===== src/rtl/cam_frame_capture.sv =====
// OV7670-style parallel camera receiver. It samples the camera bus in the clk domain,
// pairs up RGB565 bytes and writes RGB444 pixels to a linear frame-buffer address.
module cam_frame_capture #(
    parameter int IMG_W = 160,
    parameter int IMG_H = 120,
    parameter int AW    = 15,
    parameter int DW    = 12
) (
    input  logic          clk,
    input  logic          rst,
    input  logic          CAM_PCLK,
    input  logic          CAM_VSYNC,
    input  logic          CAM_HREF,
    input  logic [7:0]    CAM_px_data,
    output logic [AW-1:0] mem_px_addr,
    output logic [DW-1:0] mem_px_data,
    output logic          px_wr,
    output logic          frame_done,
    output logic          frame_err
);

    localparam logic [AW-1:0] LAST_ADDR = AW'(IMG_W * IMG_H - 1);

    typedef enum logic [2:0] {WAIT_VS, VS_HI, BYTE1, BYTE2, DONE} state_t;

    state_t        state_q, state_d;
    logic          pclk_r1_q, pclk_r2_q, vsync_r1_q, href_r1_q;
    logic [7:0]    data_r1_q;
    logic [6:0]    b1_q, b1_d;          // byte1 minus bit 3, which RGB444 drops
    logic [AW-1:0] addr_q, addr_d;
    logic [DW-1:0] pix_q, pix_d;
    logic          wr_q, wr_d, done_q, done_d, err_q, err_d;
    logic          pclk_rise;

    assign pclk_rise = pclk_r1_q & ~pclk_r2_q;

    always_ff @(posedge clk) begin
        if (rst) begin
            pclk_r1_q  <= 1'b0;
            pclk_r2_q  <= 1'b0;
            vsync_r1_q <= 1'b0;
            href_r1_q  <= 1'b0;
            data_r1_q  <= '0;
            state_q    <= WAIT_VS;
            b1_q       <= '0;
            addr_q     <= '0;
            pix_q      <= '0;
            wr_q       <= 1'b0;
            done_q     <= 1'b0;
            err_q      <= 1'b0;
        end else begin
            pclk_r1_q  <= CAM_PCLK;
            pclk_r2_q  <= pclk_r1_q;
            vsync_r1_q <= CAM_VSYNC;
            href_r1_q  <= CAM_HREF;
            data_r1_q  <= CAM_px_data;
            state_q    <= state_d;
            b1_q       <= b1_d;
            addr_q     <= addr_d;
            pix_q      <= pix_d;
            wr_q       <= wr_d;
            done_q     <= done_d;
            err_q      <= err_d;
        end
    end

    always_comb begin
        state_d = state_q;
        b1_d    = b1_q;
        addr_d  = addr_q;
        pix_d   = pix_q;
        wr_d    = 1'b0;
        done_d  = 1'b0;
        err_d   = 1'b0;

        // Address advances once the write has been presented; the last address sticks.
        if (wr_q && addr_q != LAST_ADDR)
            addr_d = addr_q + 1'b1;

        if (pclk_rise) begin
            unique case (state_q)
                WAIT_VS: if (vsync_r1_q) state_d = VS_HI;
                VS_HI: if (!vsync_r1_q) begin
                    state_d = BYTE1;
                    addr_d  = '0;
                end
                BYTE1: begin
                    if (vsync_r1_q) begin
                        err_d   = 1'b1;
                        state_d = VS_HI;
                    end else if (href_r1_q) begin
                        b1_d    = {data_r1_q[7:4], data_r1_q[2:0]};
                        state_d = BYTE2;
                    end
                end
                BYTE2: begin
                    if (vsync_r1_q) begin
                        err_d   = 1'b1;
                        state_d = VS_HI;
                    end else if (href_r1_q) begin
                        wr_d    = 1'b1;
                        pix_d   = {b1_q[6:3], b1_q[2:0], data_r1_q[7], data_r1_q[4:1]};
                        done_d  = (addr_q == LAST_ADDR);
                        state_d = (addr_q == LAST_ADDR) ? DONE : BYTE1;
                    end else begin
                        // Line ended between the two bytes of a pixel.
                        err_d   = 1'b1;
                        state_d = BYTE1;
                    end
                end
                DONE: if (vsync_r1_q) state_d = VS_HI;
                default: state_d = WAIT_VS;
            endcase
        end
    end

    assign mem_px_addr = addr_q;
    assign mem_px_data = pix_q;
    assign px_wr       = wr_q;
    assign frame_done  = done_q;
    assign frame_err   = err_q;

endmodule


===== config.mk =====
export PLATFORM = sky130hd
export DESIGN_NAME = cam_frame_capture
export DESIGN_NICKNAME = d
export VERILOG_FILES = /design/src/rtl/cam_frame_capture.sv
export SDC_FILE = /design/constraint.sdc
export NUM_CORES = 1
export LEC_CHECK = 0
export ABC_CLOCK_PERIOD_IN_PS = 2280
export CORE_MARGIN = 4
export CORE_UTILIZATION = 50
export CTS_CLUSTER_SIZE = 20
export DETAILED_ROUTE_END_ITERATION = 10
export PLACE_DENSITY = 0.79
export SLEW_MARGIN = 40
export SYNTH_ARGS = -nofsm -noshare
export SYNTH_HDL_FRONTEND = slang
export SYNTH_SLANG_ARGS = --single-unit

===== constraint.sdc =====
create_clock -name clk -period 2.28 [get_ports clk]
set_input_delay 0.342 -clock clk [delete_from_list [all_inputs] [get_ports clk]]
set_output_delay 0.342 -clock clk [all_outputs]
set_load 0.01 [all_outputs]

# After elaboration in Yosys (flattened, before gate mapping)
# Index checks and enable logic that the tools add are counted.
[classes]
n_eq_ne = 9
n_mux = 17
reduce_logical = 9
add_sub_neg = 1
n_bitwise = 6
[op_table]
columns = ["cell", "n"]
rows = [
  ["15-bit 2-to-1 mux", 4],
  ["3-bit 2-to-1 mux", 7],
  ["15-bit by 1-bit adder with 15-bit output (second input constant)", 1],
  ["15-bit == test (second input constant)", 1],
  ["15-bit inequality test (second input constant)", 1],
  ["3-bit case mux with 4 select lines", 1],
  ["4-bit AND reduction", 3],
  ["3-bit by 2-bit == test with 1-bit output (second input constant)", 2],
  ["1-bit inverter", 5],
  ["5-bit OR reduction", 1],
  ["1-bit 2-to-1 mux", 4],
  ["2-bit OR reduction", 2],
  ["4-bit OR reduction", 1],
  ["3-bit by 1-bit == test with 1-bit output (second input constant)", 1],
  ["3-bit == test (second input constant)", 1],
  ["3-bit zero test", 1],
  ["3-bit inequality test (second input constant)", 1],
  ["2-bit by 1-bit inequality test with 1-bit output (second input constant)", 1],
  ["2-bit inequality test (second input constant)", 1],
  ["1-bit case mux with 2 select lines", 1],
  ["1-bit AND", 1],
  ["1-bit logical AND", 1],
]
[totals]
reg_bits = 52
output_inout_bits = 30
wordCells = 54
in_bits = 13

# Logic depth before layout (Yosys ltp)
# Gate-level depths: netlist of run 1.
[logic_depth]
depth_word = 6
ltp_mapped = 7

# Least setup slack after synthesis of run 1
# OpenSTA, ideal clock, no wires.
[synth_path]
path_kind = "reg-to-reg"
from = "register addr_q[0], in the netlist mem_px_addr[0]"
to = "register addr_q[0], in the netlist mem_px_addr[0]"
setup_ns = 0.128
t_arrival_ns = 1.615
synth_period_minus_slack_ns = 1.742
path_stages_with_launch = 8
setup_slack_ns = 0.538
t_required_ns = 2.152
path_cell_list = "dfxtp_1 -> ha_1 -> and3_1 -> clkbuf_1 -> a41o_1 -> buf_2 -> xor2_1 -> nor2_1"
[synth_between]
elab_chain_cells = 6
word_cells_on_any_way = 7
cone_classes = "add/sub: 1; eq/ne: 1; mux: 4; reduce/logical: 1"
[synth_rtl]
columns = ["element", "line_no", "rtl"]
rows = [
  ["start: declaration", "30", "logic [AW-1:0] addr_q, addr_d;"],
  ["start signal: assignment", "59", "addr_q <= addr_d;"],
  ["parallel branches: the longest is 2 deep, another holds 15-bit by 1-bit adder with 15-bit output", "-", ""],
  ["15-bit 2-to-1 mux (*)", "77", "if (wr_q && addr_q != LAST_ADDR)"],
  ["15-bit 2-to-1 mux", "83", "VS_HI: if (!vsync_r1_q) begin"],
  ["15-bit 2-to-1 mux", "81", "unique case (state_q)"],
  ["15-bit 2-to-1 mux (*)", "80", "if (pclk_rise) begin"],
]
# Mark *: on every way between the ends.
# A chain may end at the register's enable or synchronous reset.

# Final worst setup path of run 1
[layout_path]
from = "register addr_q[0], in the netlist mem_px_addr[0]"
to = "register addr_q[6], in the netlist mem_px_addr[6]"
# Same word-level chain as after synthesis.

==> flow_metrics.env, run 1 <==
export IMPL_status="finished clean"
export IMPL_die_w_um=71.8
export IMPL_gr_total_overflow=0
export IMPL_avgSynthCellArea_um2=9.68
export IMPL_die_area_um2=5150
export IMPL_fp_coreArea_um2=3800
export IMPL_seq_power_share_pct=54.6
export IMPL_postRouteAntennaNets=0
export IMPL_setup_viol=0
export IMPL_tightest_slew_ps=757
export IMPL_p_leak_nw=0.975
export IMPL_cp_start_kind="flop"
export IMPL_synth_cell_types=41
export IMPL_setup_tns_final_ps=0
export IMPL_viasPerCell=5.40
export IMPL_r2r_cells=5
export IMPL_hold_class="flop to flop"
export IMPL_synthCells=210
export IMPL_hold_depth=2
export IMPL_crit_fanout=17
export IMPL_cp_arrival_ps=2120
export IMPL_cts_tree="built"
export IMPL_fin_crit_ps=1870
export IMPL_crit_family="simple AND/OR/NAND/NOR gates"
export IMPL_track_usage_pct=16.1
export IMPL_power_mw=1.71
export IMPL_p_per_area_nw_per_um2=658
export IMPL_irDropWorstVdd_mv=0.622
export IMPL_fin_nets=263
export IMPL_postCtsSetupRepairBufs=0
export IMPL_wl_met2_um=1800
export IMPL_cap_violations=0
export IMPL_drv_slew=0
export IMPL_final_cell_mix="dfxtp_1 (52), clkdlybuf4s50_1 (42), nor2_1 (28)"
export IMPL_first_iter_violations=123
export IMPL_ctsHoldBuffers=0
export IMPL_rows=22
export IMPL_wl_met1_um=1700
export IMPL_area_growth_pct=27.5
export IMPL_min_to="mem_px_data[2]"
export IMPL_antenna_found_initial=0
export IMPL_io_pins=43
export IMPL_layout_commonest_cell="dfxtp_1"
export IMPL_setup_ws_ps=408
export IMPL_timing_rr_start="mem_px_addr[0]"
export IMPL_grt_pass1_wl_um=6540
export IMPL_die_y_um=71.8
export IMPL_antenna_cells=0
export IMPL_routabilityCongestion=0.796
export IMPL_clock_sinks=52
export IMPL_hpwl_um=2680
export IMPL_required_ps=2530
export IMPL_synth_edff_count=0
export IMPL_rrSetupSlack_ps=410
export IMPL_final_util_pct=68.2
export IMPL_cp_num_buf_inv=0
export IMPL_clock_latency_ps=300
export IMPL_clk_pin_slew_ps=90
export IMPL_wl_met3_um=256
export IMPL_fmax_ghz=0.534
export IMPL_power_frac_comb_pct=3.4
export IMPL_syn_area_um2=2030
export IMPL_root_buffer="clkbuf_8"
export IMPL_syn_nets=224
export IMPL_ys_warn_count=0
export IMPL_firstDrtPassIters=4
export IMPL_synth_seq_area_share_pct=51.2
export IMPL_fin_skew_ps=3.29
export IMPL_drc=0
export IMPL_r2r_end="mem_px_addr[6]"
export IMPL_synthArstFlopShare_pct=0
export IMPL_dp_slack_ps=438
export IMPL_p_sw_mw=0.322
export IMPL_hold_path_startpoint="data_r1_q[3]"
export IMPL_critical_path_max_stage_delay_ps=510
export IMPL_start_util_pct=53.5
export IMPL_port_buffers=42
export IMPL_clockPowerShare_pct=42.0
export IMPL_cp_end_kind="flop"
export IMPL_grt_pass1_vias=1511
export IMPL_routed_wl_um=3810
export IMPL_rsz0062_at_grt="no"
export IMPL_num_vias=1604
export IMPL_synth_seq_cells=52
export IMPL_slowest_stage="or4_1"
export IMPL_hold_viol=0
export IMPL_wl_per_cell_um=12.8
export IMPL_p_int_mw=1.38
export IMPL_topRoutingLayerUsed="met4"
export IMPL_path_cells="ha_1 -> and3_1 -> a41o_1 -> or4_1 -> nand2_1"
export IMPL_finalCritPeriodShare_pct=82.1
export IMPL_cts_buffers=5
export IMPL_crit_type="flop to flop"
export IMPL_max_slew_margin_pct=49.5
export IMPL_clock_path_buffers=2
export IMPL_switching_share_pct=18.9
export IMPL_synth_flop_cell="dfxtp_1"
export IMPL_grt_max_degree=39
export IMPL_htree_levels=2
export IMPL_cts_resized=0
export IMPL_drive_gt1_share_pct=4.82
==> power by group through the flow <==
stage          registers, mW  clock network [mW]  logic, mW
6_report               0.932               0.716     0.0588
5_1_grt                0.934               0.768     0.0661
4_1_cts                0.932               0.736     0.0595
3_5_place_dp           0.953                   0     0.0595
3_3_place_gp           0.953                   0     0.0582
2_1_floorplan          0.946                   0     0.0364
==> synth_stat cells, types with 2 or more instances <==
library cell	n	area, um^2
o31ai_1	2	15.0
and3b_1	2	17.5
inv_1	5	18.8
and4_1	2	17.5
o211ai_1	2	15.0
nand4_1	6	37.5
xnor2_1	2	17.5
dfxtp_1	52	1040
nand2_1	7	26.3
or3_1	7	43.8
xor2_1	3	26.3
nor2b_1	13	81.3
or4_1	3	22.5
nor4_1	2	12.5
nor2_1	28	105
mux2i_1	19	190
clkbuf_1	8	30.0
nand3_1	6	30.0
nor3_1	3	15.0
o21ai_1	7	35.0
a21oi_1	11	55.1
==> state kept, by name, indices dropped and copies added, names as in the netlist <==
signal       count
mem_px_addr     15
mem_px_data     12
data_r1_q        8
b1_q             7
state_q          3
frame_done       1
frame_err        1
href_r1_q        1
pclk_r1_q        1
pclk_r2_q        1
px_wr            1
vsync_r1_q       1
==> cells by family (layout without fill, tap and decap cells) <==
family / after synthesis / after routing / share of synthesized area [%]
mux: 19 / 19 / 9.35
flops: 52 / 52 / 51.2
xor+xnor: 5 / 5 / 2.15
compound gates: 28 / 28 / 8.25
buf+inv: 17 / 56 / 4.12
simple gates: 88 / 88 / 24.3
fa+ha+maj: 1 / 1 / 0.615
==> per-stage QoR <==
| stage | cells | hold slack [ps] | cell area [um^2] |
|---|---|---|---|
| global placement | 290 | 441 | 2460 |
| CTS | 297 | 476 | 2590 |
| global route | 297 | 501 | 2590 |
| floorplan | 210 | 437 | 2030 |
| finish | 297 | 474 | 2590 |
| detailed placement | 290 | 455 | 2460 |
==> worst max path at each step <==
stage                         from              to  slack [ps]  cells after the start
detailed placement  mem_px_addr[0]  mem_px_addr[6]         440                      5
CTS                 mem_px_addr[0]  mem_px_addr[6]         410                      5
finish              mem_px_addr[0]  mem_px_addr[6]         410                      5
floorplan           mem_px_addr[0]  mem_px_addr[0]         540                      7
global route        mem_px_addr[0]  mem_px_addr[5]         280                      5
global placement    mem_px_addr[0]  mem_px_addr[6]         480                      5
==> worst min-delay path: cells and delay by family (launching register included) <==
kind	cells	cell delay (ps)
DFF	1	310
and+or+nand+nor	1	70
muxes	1	60
==> layout make-up <==
type	count	area (um^2)
clock inverters	2	60.1
flip-flops and latches	52	1040
inverters	5	18.8
repair buffers	44	435
well taps	48	60.1
multi-input cells	141	908
clock buffers	5	68.8
fillers	315	1210
==> metal layers <==
layer	global-route usage (%)	vias to the layer above
met3	4.21	7
met1	19.4	736
met4	8.77	0
met5	0	-
li1	-	810
met2	26.2	51
No activity file was read; power rests on OpenSTA's default activity.
==> run 2, diff against run 1 <==
--- a/config.mk
+++ b/config.mk
@@ -5,12 +5,12 @@
 export SDC_FILE = /design/constraint.sdc
 export NUM_CORES = 1
 export LEC_CHECK = 0
-export ABC_CLOCK_PERIOD_IN_PS = 2280
+export ABC_CLOCK_PERIOD_IN_PS = 1700
 export CORE_MARGIN = 4
-export CORE_UTILIZATION = 50
+export CORE_UTILIZATION = 45
 export CTS_CLUSTER_SIZE = 20
 export DETAILED_ROUTE_END_ITERATION = 10
-export PLACE_DENSITY = 0.79
+export PLACE_DENSITY = 0.75
 export SLEW_MARGIN = 40
 export SYNTH_ARGS = -nofsm -noshare
 export SYNTH_HDL_FRONTEND = slang
==> constraint.sdc (replaced) <==
create_clock -name clk -period 1.7 [get_ports clk]
set_input_delay 0.255 -clock clk [delete_from_list [all_inputs] [get_ports clk]]
set_output_delay 0.255 -clock clk [all_outputs]
set_load 0.01 [all_outputs]
==> run 2 against run 1 <==
Critical endpoint is now mem_px_addr[4]. First-iteration DRC count is 41% lower. Count of clock-buffer cells in the layout rose by 1. Highest routed layer unchanged. Clock skew increased by 3.5 ps. Core utilization decreased by 5.7 points. Critical path depth grew 1. Sequential share of layout area fell by 1.8 points. Register-to-register slack got worse by 320 ps. Critical path type unchanged. Via count increased by 3.0%.
==> flow_metrics.env, run 2 (synthesis gave the netlist of run 1 again) <==
export IMPL_clock_latency_ps=300
export IMPL_status="finished clean"
export IMPL_crit_fanout=10
export IMPL_setup_tns_final_ps=0
export IMPL_setup_viol=0
export IMPL_cp_end_kind="flop"
export IMPL_finalCritPeriodShare_pct=95.1
export IMPL_hold_viol=0
export IMPL_fin_area_um2=2720
export IMPL_critical_path_max_stage_delay_ps=330
export IMPL_port_buffers=42
export IMPL_irDropWorstVdd_mv=0.563
export IMPL_drive_gt1_share_pct=12.8
export IMPL_max_slew_margin_pct=72.2
export IMPL_path_cells="ha_2 -> and3_1 -> a41o_1 -> buf_4 -> or3_1 -> a21oi_1"
export IMPL_rows=24
export IMPL_layout_commonest_cell="dfxtp_1"
export IMPL_cts_buffers=5
export IMPL_routed_wl_um=4010
export IMPL_htree_levels=2
export IMPL_final_cell_mix="dfxtp_1 (49), clkdlybuf4s50_1 (42), nor2_1 (28)"
export IMPL_grt_pass1_wl_um=6470
export IMPL_track_usage_pct=14.8
export IMPL_drv_slew=0
export IMPL_hold_class="flop to flop"
export IMPL_hpwl_um=2920
export IMPL_tightest_slew_ps=413
export IMPL_clock_path_buffers=2
export IMPL_grt_max_degree=32
export IMPL_slowest_stage="dfxtp_2"
export IMPL_fin_nets=279
export IMPL_die_y_um=75.2
export IMPL_antenna_found_initial=0
export IMPL_io_pins=43
export IMPL_clock_sinks=52
export IMPL_drc=0
export IMPL_fin_crit_ps=1620
export IMPL_globalRouteMet3Util_pct=3.60
export IMPL_firstDrtPassIters=4
export IMPL_top_usage_layer="met2"
export IMPL_die_w_um=75.2
export IMPL_wl_per_cell_um=12.6
export IMPL_use_met1_pct=18.0
export IMPL_cp_start_kind="flop"
export IMPL_antenna_cells=0
export IMPL_crit_type="flop to flop"
export IMPL_rsz0062_at_grt="no"
export IMPL_grt_pass1_vias=1501
export IMPL_fmax_ghz=0.619
export IMPL_routabilityCongestion=0.776
export IMPL_p_leak_nw=1.05
export IMPL_num_vias=1652
export IMPL_clk_pin_slew_ps=90
export IMPL_use_met2_pct=25.8
export IMPL_largest_register_ff_count=15
export IMPL_start_util_pct=46.7
export IMPL_first_iter_violations=72
export IMPL_gr_total_overflow=0
export IMPL_fp_coreArea_um2=4350
export IMPL_root_buffer="clkbuf_8"
export IMPL_place_area_um2=2590
export IMPL_cp_arrival_ps=1850
export IMPL_p_per_area_nw_per_um2=812
export IMPL_area_growth_pct=33.9
export IMPL_die_area_um2=5660
export IMPL_cts_tree="built"
export IMPL_postRouteAntennaNets=0
export IMPL_viasPerCell=5.19
export IMPL_required_ps=1930
export IMPL_cap_violations=0
export IMPL_fin_skew_ps=6.76
run 2: final timing paths:
check                           cells past startpoint            from        endpoint  slack, ps
worst max register to register                      6  mem_px_addr[0]  mem_px_addr[4]         80
worst min-delay path                                2    data_r1_q[6]         b1_q[5]        470
worst max-delay path                                6  mem_px_addr[0]  mem_px_addr[4]         80
worst min register to register                      2    data_r1_q[6]         b1_q[5]        470
run 2: what timing repair did:
| action | in CTS | in global routing |
|---|---|---|
| endpoints found under the hold margin | 0 | 0 |
| endpoints found under the setup margin | 0 | 8 |
| hold buffers | 0 | 0 |
| gates resized for setup | 0 | 2 |
| buffers inserted | 0 | 1 |
run 2: stage by stage:
stage	util, %	hold WS (ps)	cells	worst slack [ps]	power [mW]
after CTS	62.2	473	317	26.9	2.24
after global routing	62.5	483	318	11.9	2.29
after detailed placement	59.4	456	309	52.4	1.36
after global placement	59.4	444	309	99.0	1.36
final	62.5	466	318	83.9	2.21
after floorplan	-	383	210	7.32	1.32
run 2: critical path, delay by kind of cell (launching register included):
family / cells / cell delay (ps)
buffers and inverters: 1 / 170
adders and majority gates: 1 / 180
and+or+nand+nor: 2 / 490
AOI/OAI and AO/OA: 2 / 370
DFF: 1 / 330
run 2: metal layers:
metal	vias to the layer above	part of all wire, %	wire length [um]
li1	845	-	-
met1	769	46	1860
met2	32	48	1920
met3	6	4.7	189
met4	0	0.97	39
met5	-	0	0
run 2: area by class of cell:
type / count / area [um^2]
Clock inverter: 2 / 38.8
Timing Repair Buffer: 60 / 556
Clock buffer: 6 / 82.6
Multi-Input combinational cell: 141 / 917
Sequential cell: 52 / 1040
Tap cell: 52 / 65.1
Inverter: 5 / 18.8
Fill cell: 369 / 1630
run 2: where the power goes:
group	total (mW)	switching (mW)	internal [mW]
clock	0.875	0.393	0.481
sequential	1.25	0.0147	1.23
combinational	0.0866	0.0381	0.0485
total	2.21	0.446	1.76
==> run 3, diff against run 2 <==
--- a/config.mk
+++ b/config.mk
@@ -6,7 +6,7 @@
 export NUM_CORES = 1
 export LEC_CHECK = 0
 export ABC_CLOCK_PERIOD_IN_PS = 1700
-export CORE_MARGIN = 4
+export CORE_MARGIN = 2
 export CORE_UTILIZATION = 45
 export CTS_CLUSTER_SIZE = 20
 export DETAILED_ROUTE_END_ITERATION = 10
==> run 3 against run 2 <==
Sequential power is essentially flat. Die area shrank 10%. Core utilization grew 0.40 points. Clock skew grew 3.5 ps. Global-route usage grew 1.9 points. Critical path type unchanged. Largest power group unchanged. Clock power shrank 17%. Flip-flop and latch count is the same. First-iteration DRC count grew 5.6%. Highest routed layer unchanged. Design area grew 0.64%. Via count grew 1.2%. Critical endpoint is now mem_px_addr[3].
==> flow_metrics.env, run 3 (synthesis gave the netlist of run 1 again) <==
export IMPL_status="finished clean"
export IMPL_max_slew_margin_pct=69.7
export IMPL_rsz0062_at_grt="yes"
export IMPL_port_buffers=42
export IMPL_setup_viol=0
export IMPL_rrSetupSlack_ps=30
export IMPL_r2r_cells=6
export IMPL_fin_crit_ps=1670
export IMPL_p_leak_nw=1.06
export IMPL_antenna_cells=0
export IMPL_fmax_ghz=0.597
export IMPL_cts_tree="built"
export IMPL_power_frac_comb_pct=3.9
export IMPL_area_growth_pct=34.8
export IMPL_crit_family="simple AND/OR/NAND/NOR gates"
export IMPL_grt_max_degree=26
export IMPL_switching_share_pct=23.3
export IMPL_tightest_slew_ps=451
export IMPL_postRouteAntennaNets=0
export IMPL_die_area_um2=5070
export IMPL_dp_cells=312
export IMPL_path_cells="ha_2 -> and3_1 -> a41o_1 -> buf_6 -> or3_1 -> a21oi_2"
export IMPL_hold_viol=0
export IMPL_final_hold_worst_slack_ps=476
export IMPL_die_y_um=71.2
export IMPL_fin_skew_ps=10.3
export IMPL_cap_violations=0
export IMPL_seq_power_share_pct=60.7
export IMPL_wl_per_cell_um=12.6
export IMPL_gr_total_overflow=0
export IMPL_drive_gt1_share_pct=15.1
export IMPL_fin_nets=284
export IMPL_start_util_pct=46.7
export IMPL_p_int_mw=1.58
export IMPL_layout_cells_non_filler=323
export IMPL_clock_sinks=52
export IMPL_required_ps=1950
export IMPL_ctsHoldBuffers=0
export IMPL_cts_buffers=5
export IMPL_p_per_area_nw_per_um2=752
export IMPL_hpwl_um=2840
export IMPL_irDropWorstVdd_mv=0.579
export IMPL_min_to="b1_q[4]"
export IMPL_clock_path_buffers=2
export IMPL_clock_latency_ps=310
export IMPL_hold_path_startpoint="data_r1_q[5]"
export IMPL_p_sw_mw=0.480
export IMPL_clockPowerShare_pct=35.4
export IMPL_firstDrtPassIters=4
export IMPL_layout_commonest_cell="dfxtp_1"
export IMPL_die_w_um=71.2
export IMPL_first_iter_violations=76
export IMPL_finalCritPeriodShare_pct=98.5
export IMPL_antenna_found_initial=0
export IMPL_critical_path_max_stage_delay_ps=340
export IMPL_crit_type="flop to flop"
export IMPL_hold_class="flop to flop"
export IMPL_root_buffer="clkbuf_8"
export IMPL_r2r_end="mem_px_addr[3]"
export IMPL_routabilityCongestion=0.772
export IMPL_largest_register_ff_count=15
export IMPL_grt_pass1_vias=1559
export IMPL_fp_coreArea_um2=4350
export IMPL_track_usage_pct=16.8
export IMPL_cp_start_kind="flop"
export IMPL_slowest_stage="dfxtp_2"
export IMPL_cp_arrival_ps=1930
export IMPL_num_vias=1671
export IMPL_crit_fanout=8
export IMPL_final_cell_mix="dfxtp_1 (49), clkdlybuf4s50_1 (42), nor2_1 (28)"
export IMPL_grt_pass1_wl_um=6840
export IMPL_drc=0
export IMPL_viasPerCell=5.17
export IMPL_cp_end_kind="flop"
export IMPL_cp_num_buf_inv=1
export IMPL_rows=24
export IMPL_io_pins=43
export IMPL_clk_pin_slew_ps=100
export IMPL_htree_levels=2
export IMPL_hold_depth=2
export IMPL_timing_rr_start="mem_px_addr[0]"
export IMPL_drv_slew=0
export IMPL_final_util_pct=62.9
export IMPL_routed_wl_um=4070
==> run 3: changes by cell type in the layout (fill, tap and decap cells not counted) <==
cell	before	now
a21oi_1	11	9
a21oi_2	0	2
buf_4	18	22
buf_6	0	1
bufinv_16	1	0
clkbuf_8	6	5
clkinv_4	1	0
clkinvlp_4	0	1
inv_6	0	2
nor4b_1	0	1
nor4b_2	1	0
or2_1	1	0
or2_4	0	1
==> run 3: worst max-delay path by stage <==
stage,startpoint,endpoint,slack (ps),cells after the start
floorplan,mem_px_addr[0],mem_px_addr[6],7,6
global placement,mem_px_addr[0],mem_px_addr[5],80,6
detailed placement,mem_px_addr[0],mem_px_addr[3],40,6
CTS,mem_px_addr[0],mem_px_addr[3],20,6
global route,mem_px_addr[0],mem_px_addr[7],-20,6
finish,mem_px_addr[0],mem_px_addr[3],30,6
==> run 3: final cells by class <==
| class | instances | area [um^2] |
|---|---|---|
| clock buffer | 5 | 68.8 |
| clock inverter | 3 | 25.0 |
| fill | 377 | 1610 |
| inverter | 5 | 18.8 |
| multi-input combinational | 141 | 921 |
| sequential | 52 | 1040 |
| tap | 52 | 65.1 |
| timing repair buffer | 65 | 597 |
==> run 3: what timing repair did <==
action,4_1_cts,5_1_grt
hold endpoints to repair,0,0
resized for setup,0,5
buffers inserted,0,3
setup endpoints to repair,0,11
==> run 3: metal layers <==
metal	up-vias	part of all wire, %	wire (um)	global-route usage, %
li1	849	-	-	-
met3	6	5.6	227	4.36
met1	769	45	1820	21.0
met2	47	49	1990	28.4
met4	0	0.83	34	5.03
met5	-	0	0	0
==> run 3: power by group through the flow <==
stage	clock network (mW)	registers, mW	logic [mW]
final	0.729	1.25	0.0811
after global routing	0.798	1.25	0.0914
after CTS	0.750	1.25	0.0815
after detailed placement	0	1.28	0.0814
after global placement	0	1.28	0.0810
after floorplan	0	1.27	0.0488
==> run 3: stage by stage <==
step / setup slack [ps] / cell area, um^2 / total power, mW / setup TNS (ps)
global placement: 76.6 / 2610 / 1.36 / 0
detailed placement: 40.2 / 2610 / 1.36 / 0
CTS: 15.2 / 2700 / 2.08 / 0
floorplan: 7.32 / 2040 / 1.32 / 0
finish: 25.3 / 2740 / 2.06 / 0
global route: -18.1 / 2740 / 2.14 / -53.2
==> run 3: worst register-to-register path: cells and delay by family (launching register included) <==
kind                     cells  cell delay, ps
AO/OA/AOI/OAI                2             420
adder cells (fa/ha/maj)      1             180
buffers and inverters        1             160
flip-flops                   1             340
AND/OR/NAND/NOR              2             510
